**src/rtl/wb_dsp_equation_fetch.sv**
```systemverilog
// Fetches a 4-word DSP equation descriptor over a Wishbone classic read master and hands it
// to the engine. Optional ack watchdog is enabled by defining WB_DSP_FETCH_TIMEOUT_EN.
module wb_dsp_equation_fetch #(
  parameter int dw         = 32,
  parameter int aw         = 32,
  parameter int DESC_WORDS = 4,
  parameter int TIMEOUT    = 255
) (
  input  logic          wb_clk,
  input  logic          wb_rst,
  input  logic [dw-1:0] control_reg,
  input  logic [dw-1:0] equation0_address_reg,
  input  logic [dw-1:0] equation1_address_reg,
  input  logic [dw-1:0] equation2_address_reg,
  input  logic [dw-1:0] equation3_address_reg,
  output logic [dw-1:0] status_reg,
  output logic [aw-1:0] wb_adr_o,
  input  logic [dw-1:0] wb_dat_i,
  output logic [3:0]    wb_sel_o,
  output logic          wb_we_o,
  output logic          wb_cyc_o,
  output logic          wb_stb_o,
  output logic [2:0]    wb_cti_o,
  output logic [1:0]    wb_bte_o,
  input  logic          wb_ack_i,
  input  logic          wb_err_i,
  output logic [dw-1:0] desc_opcode,
  output logic [dw-1:0] desc_src,
  output logic [dw-1:0] desc_dst,
  output logic [dw-1:0] desc_count,
  output logic          desc_valid,
  input  logic          desc_ready,
  input  logic          engine_done
);

  localparam logic [2:0] IDLE     = 3'd0;
  localparam logic [2:0] FETCH    = 3'd1;
  localparam logic [2:0] DISPATCH = 3'd2;
  localparam logic [2:0] EXECUTE  = 3'd3;
  localparam logic [2:0] DONE     = 3'd4;
  localparam logic [1:0] LAST_K   = 2'(DESC_WORDS - 1);

  logic [2:0]    state, nxt_state;
  logic [1:0]    k, nxt_k, sel, nxt_sel, nxt_code;
  logic [aw-1:0] base, nxt_base, nxt_adr;
  logic          start_d, start_edge, start_go, abort, timeout_hit;
  logic          done, err, timeout, nxt_done, nxt_err, nxt_timeout;
  logic          nxt_cyc, nxt_stb, nxt_valid, nxt_busy;
  logic [dw-1:0] nxt_opcode, nxt_src, nxt_dst, nxt_count, nxt_status, eq_raw;
  logic          unused_bits;

  assign wb_sel_o    = 4'hF;
  assign wb_we_o     = 1'b0;
  assign wb_cti_o    = 3'b000;
  assign wb_bte_o    = 2'b00;
  assign abort       = control_reg[31];
  assign start_edge  = control_reg[0] & ~start_d;
  assign unused_bits = ^{control_reg[30:3], eq_raw[1:0]};

  always_comb begin
    case (control_reg[2:1])
      2'd0:    eq_raw = equation0_address_reg;
      2'd1:    eq_raw = equation1_address_reg;
      2'd2:    eq_raw = equation2_address_reg;
      default: eq_raw = equation3_address_reg;
    endcase
  end

  // Every register, status included, is computed here so status_reg tracks state exactly.
  always_comb begin
    nxt_state   = state;
    nxt_k       = k;
    nxt_sel     = sel;
    nxt_base    = base;
    nxt_adr     = wb_adr_o;
    nxt_cyc     = wb_cyc_o;
    nxt_stb     = wb_stb_o;
    nxt_valid   = desc_valid;
    nxt_done    = done;
    nxt_err     = err;
    nxt_timeout = timeout;
    nxt_opcode  = desc_opcode;
    nxt_src     = desc_src;
    nxt_dst     = desc_dst;
    nxt_count   = desc_count;
    start_go    = 1'b0;
    if (abort) begin
      nxt_state = IDLE;
      nxt_cyc   = 1'b0;
      nxt_stb   = 1'b0;
      nxt_valid = 1'b0;
    end else begin
      case (state)
        IDLE, DONE: begin
          if (start_edge) begin
            start_go    = 1'b1;
            nxt_sel     = control_reg[2:1];
            nxt_base    = aw'({eq_raw[dw-1:2], 2'b00});
            nxt_adr     = aw'({eq_raw[dw-1:2], 2'b00});
            nxt_k       = 2'd0;
            nxt_done    = 1'b0;
            nxt_err     = 1'b0;
            nxt_timeout = 1'b0;
            nxt_cyc     = 1'b1;
            nxt_stb     = 1'b1;
            nxt_state   = FETCH;
          end
        end
        FETCH: begin
          if (!wb_stb_o) begin
            nxt_cyc = 1'b1;
            nxt_stb = 1'b1;
            nxt_adr = base + aw'({k, 2'b00});
          end else if (wb_err_i) begin
            nxt_cyc   = 1'b0;
            nxt_stb   = 1'b0;
            nxt_err   = 1'b1;
            nxt_state = DONE;
          end else if (wb_ack_i) begin
            nxt_cyc = 1'b0;
            nxt_stb = 1'b0;
            case (k)
              2'd0:    nxt_opcode = wb_dat_i;
              2'd1:    nxt_src    = wb_dat_i;
              2'd2:    nxt_dst    = wb_dat_i;
              default: nxt_count  = wb_dat_i;
            endcase
            if (k == LAST_K) begin
              nxt_valid = 1'b1;
              nxt_state = DISPATCH;
            end else begin
              nxt_k = k + 2'd1;
            end
          end else if (timeout_hit) begin
            nxt_cyc     = 1'b0;
            nxt_stb     = 1'b0;
            nxt_err     = 1'b1;
            nxt_timeout = 1'b1;
            nxt_state   = DONE;
          end
        end
        DISPATCH: begin
          if (desc_valid && desc_ready) begin
            nxt_valid = 1'b0;
            nxt_state = EXECUTE;
          end
        end
        EXECUTE: begin
          if (engine_done) begin
            nxt_done  = 1'b1;
            nxt_state = DONE;
          end
        end
        default: nxt_state = IDLE;
      endcase
    end
  end

  always_comb begin
    nxt_busy = (nxt_state == FETCH) || (nxt_state == DISPATCH) || (nxt_state == EXECUTE);
    case (nxt_state)
      FETCH:    nxt_code = 2'd1;
      DISPATCH: nxt_code = 2'd2;
      EXECUTE:  nxt_code = 2'd3;
      default:  nxt_code = 2'd0;
    endcase
    nxt_status        = '0;
    nxt_status[0]     = nxt_busy;
    nxt_status[1]     = nxt_done;
    nxt_status[2]     = nxt_err;
    nxt_status[3]     = nxt_timeout;
    nxt_status[5:4]   = nxt_sel;
    nxt_status[7:6]   = nxt_code;
    nxt_status[15:8]  = nxt_opcode[7:0];
  end

  always_ff @(posedge wb_clk or negedge wb_rst) begin
    if (!wb_rst) begin
      state       <= IDLE;
      k           <= 2'd0;
      sel         <= 2'd0;
      base        <= '0;
      start_d     <= 1'b0;
      done        <= 1'b0;
      err         <= 1'b0;
      timeout     <= 1'b0;
      wb_cyc_o    <= 1'b0;
      wb_stb_o    <= 1'b0;
      wb_adr_o    <= '0;
      desc_opcode <= '0;
      desc_src    <= '0;
      desc_dst    <= '0;
      desc_count  <= '0;
      desc_valid  <= 1'b0;
      status_reg  <= '0;
    end else begin
      state       <= nxt_state;
      k           <= nxt_k;
      sel         <= nxt_sel;
      base        <= nxt_base;
      start_d     <= control_reg[0];
      done        <= nxt_done;
      err         <= nxt_err;
      timeout     <= nxt_timeout;
      wb_cyc_o    <= nxt_cyc;
      wb_stb_o    <= nxt_stb;
      wb_adr_o    <= nxt_adr;
      desc_opcode <= nxt_opcode;
      desc_src    <= nxt_src;
      desc_dst    <= nxt_dst;
      desc_count  <= nxt_count;
      desc_valid  <= nxt_valid;
      status_reg  <= nxt_status;
    end
  end

`ifdef WB_DSP_FETCH_TIMEOUT_EN
  localparam logic [7:0] TMO_LAST = 8'(TIMEOUT - 1);
  logic [7:0] wdog;

  // Fires on the last stalled cycle so cyc drops exactly TIMEOUT cycles after stb rose.
  assign timeout_hit = (state == FETCH) && wb_stb_o && !wb_ack_i && !wb_err_i &&
                       (wdog == TMO_LAST);

  always_ff @(posedge wb_clk or negedge wb_rst) begin
    if (!wb_rst) begin
      wdog <= 8'd0;
    end else if (start_go || wb_ack_i || timeout_hit || abort) begin
      wdog <= 8'd0;
    end else if ((state == FETCH) && wb_stb_o && !wb_err_i) begin
      wdog <= wdog + 8'd1;
    end
  end
`else
  logic [8:0] unused_cfg;
  assign timeout_hit = 1'b0;
  assign unused_cfg  = {8'(TIMEOUT), start_go};
`endif

endmodule

```
**config.mk**
```make
export PLATFORM = sky130hd
export DESIGN_NAME = wb_dsp_equation_fetch
export DESIGN_NICKNAME = d
export VERILOG_FILES = /design/src/rtl/wb_dsp_equation_fetch.sv
export SDC_FILE = /design/constraint.sdc
export NUM_CORES = 1
export LEC_CHECK = 0
export CAP_MARGIN = 20
export CELL_PAD_IN_SITES_DETAIL_PLACEMENT = 2
export CELL_PAD_IN_SITES_GLOBAL_PLACEMENT = 2
export CORE_MARGIN = 5
export CORE_UTILIZATION = 29
export DETAILED_ROUTE_END_ITERATION = 7
export PLACE_DENSITY_LB_ADDON = 0.1
export SLEW_MARGIN = 20
export SYNTH_ARGS = -nofsm -noshare
export SYNTH_HDL_FRONTEND = slang
export SYNTH_SLANG_ARGS = --single-unit
```
**constraint.sdc**
```tcl
create_clock -name wb_clk -period 3.7 [get_ports wb_clk]
set_input_delay 0.74 -clock wb_clk [delete_from_list [all_inputs] [get_ports wb_clk]]
set_output_delay 0.74 -clock wb_clk [all_outputs]
set_load 0.005 [all_outputs]
```
==> out/metrics.cfg <==
[yosys]
yosysTopAreaCellShare = 0.534
synthCells = 745
synth.top_cells.by_area = dfrtp_1 53%, mux2_2 15%, mux4_2 7.1%, buf_4 3.1%, nand2_1 2.7%
syn_area_sq_um = 9560
synthFlopType = dfrtp_1
ys_seq_area_frac = 0.534
synth_edf_count = 0
synth_largest_area_cell = dfrtp_1
ys_types = 49
ys_ff_latch = 204
async_flop_share = 1.00
yosys_warnings = 0
syn_area_per_cell_sq_um = 12.8

[sta]
worstMarginPinSlew_ns = 0.969
fin_skew_ns = 0.0189
timing.final.crit_share = 0.723
finalSetupViolations = 0
hold_viol = 0
fin_ws_ns = 1.03
slew_headroom = 0.351
min_period_ns = 2.67
maxSlewViolCount = 0
finalSetupTns_ns = 0
max_freq_mhz = 374
rsz0062_at_grt = false
fin_hold_ws_ns = 0.278

[run_status]
status = finished, final reports clean

[placed_design]
place_congestion = 0.722
io_buffers = 337
pre_cts_slack_ns = 0.746
place.detailed.hpwl_um = 23200
dpl_cell_area_sq_um = 13300

[clocking]
htree_levels = 1
clock_latency_ns = 0.51
hold_buffers = 0
tritoncts = built
post_cts_resized = 0
cts_buffers = 24
path_clk_slew_ns = 0.06
post-cts-setup-buffer-count = 0
cts_buffer_depth = 3
cts_root_buffer = clkbuf_16
cts.sinks = 204

[global_route]
antenna_found_initial = 0
grt_start_max_net_pins = 86
grt_pass1_vias = 8297
grt_first_pass_wirelength_um = 48800
grt_usage = 0.167
grt_overflow = 0

[drt]
ant_nets = 0
wl_per_cell_um = 20.6
vias_per_cell = 4.69
dr.first_iter.drc_count = 160
num_vias = 7149
wirelength_um = 31400
drc = 0
dr.pass1.iters = 4

[critical_path]
crit_family = simple AND/OR/NAND/NOR gates
critPathRequiredTime_ns = 4.09
worstPathArrival_ns = 3.06
max_stage_delay_ns = 0.48
crit_path_start_kind = register
path_cells = ha_1, inv_1, fa_1, nor2b_1, and2_0, nand3_1, xor2_1, o21ai_0
cp-end-kind = register
path_buf_inv = 1
critPathMaxFanout = 7
critPathKind = reg2reg
crit_slowest_cell = dfrtp_1

[layout]
postLayoutCellArea_sq_um = 14000
antenna_cells = 0
syn2layout_area_growth_pct = 46.6
drive_above_1_share = 0.204
biggestRegsByFlops = desc_count x32, desc_dst x32, desc_src x32
nNetsFinal = 1274

[floorplan]
initial_core_util = 0.294
die_h_um = 192
core_sq_um = 32500
floorplan.die_area_sq_um = 36700
die_w_um = 192
io_pins = 403
rows = 66

[min_path]
hp-class = in2async

[job]
cap_violations = 0

[pwr]
p_leak_uw = 0.00632
fin_total_pwr_uw = 5990
p_per_area_nw_per_um2 = 428
worst_ir_drop_vdd_v = 0.000270

synthesized netlist by cell type, types with 14 or more instances:
| cell | count |
|---|---|
| nand4_1 | 14 |
| dfrtp_1 | 204 |
| nor2_1 | 14 |
| mux4_2 | 30 |
| clkbuf_1 | 18 |
| o21ai_0 | 31 |
| nand2_1 | 68 |
| mux2_2 | 128 |
| a21oi_1 | 22 |
| a21o_1 | 21 |
| buf_4 | 39 |
| xor2_1 | 15 |
| and2_1 | 18 |
kinds of logic (layout without fill, tap and decap cells):
| group | Yosys count | count (layout) | share of synthesized area |
|---|---|---|---|
| other | 2 | 29 | 0.000785 |
| adders and majority gates | 8 | 8 | 0.0113 |
| muxes | 164 | 164 | 0.228 |
| and+or+nand+nor | 165 | 165 | 0.0880 |
| DFF | 204 | 204 | 0.534 |
| AOI/OAI and AO/OA | 89 | 89 | 0.0565 |
| buffers and inverters | 87 | 398 | 0.0582 |
| xor gates and xnor gates | 26 | 26 | 0.0238 |
placed cells by master (no fill, tap or decap), types with 8 or more instances in the layout:
cell type and n:
nand2_1 64, a21o_1 21, clkdlybuf4s50_1 334, dfrtp_1 204, buf_4 9, o21ai_0 31, clkbuf_8 8, nand3_1 11
nand4_1 14, nor2_1 13, mux2_2 128, conb_1 29, mux4_2 30, and2_1 18, xor2_1 15, clkbuf_16 25
a21oi_1 22, xnor2_1 11
worst reg2reg max path, delay by kind of cell (launching register included):
family	cells	cell delay [ns]
compound gates	1	0.09
fa+ha+maj	2	0.61
simple gates	3	1.11
xor+xnor	1	0.19
flops	1	0.48
buf+inv	1	0.06
report_power, final:
part	leakage, uW	internal (uW)	switching [uW]
registers	0.00274	2450	194
logic	0.00321	652	411
clock network	0.000374	1370	916
layout make-up:
cell class	count	area, sq um
multi-input cells	481	4030
clock buffers	39	748
flip-flops and latches	204	5100
inverters	5	18.8
repair buffers	352	3550
fillers	3340	18500
clock inverters	2	10.0
well taps	442	553
final timing paths:
path | start | endpoint | slack [ns] | depth (start not counted)
min in group wb_clk | status_reg[5]$_DFFE_PN0P_ | status_reg[5]$_DFFE_PN0P_ | 0.47 | 2
min | wb_rst | desc_opcode[15]$_DFFE_PN0P_ | 0.28 | 1
max in group asynchronous | wb_rst | desc_dst[13]$_DFFE_PN0P_ | 2.58 | 2
min reg2reg | status_reg[5]$_DFFE_PN0P_ | status_reg[5]$_DFFE_PN0P_ | 0.47 | 2
max | k[0]$_DFFE_PN0P_ | wb_adr_o[24]$_DFFE_PN0P_ | 1.03 | 8
max reg2reg | k[0]$_DFFE_PN0P_ | wb_adr_o[24]$_DFFE_PN0P_ | 1.03 | 8
per-stage QoR:
step / cells / utilization
after detailed placement: 1484 / 0.408
after CTS: 1525 / 0.431
after global routing: 1525 / 0.431
final: 1525 / 0.431
after floorplan: 772 / -
after global placement: 1484 / 0.408
metal layers:
metal	global-route usage	part of all wire	vias up
li1	-	-	3228
met5	0	0	-
met2	0.300	0.50	244
met1	0.203	0.41	3644
met3	0.0469	0.073	33
met4	0.0279	0.013	0
No activity file was read; power rests on OpenSTA's default activity.
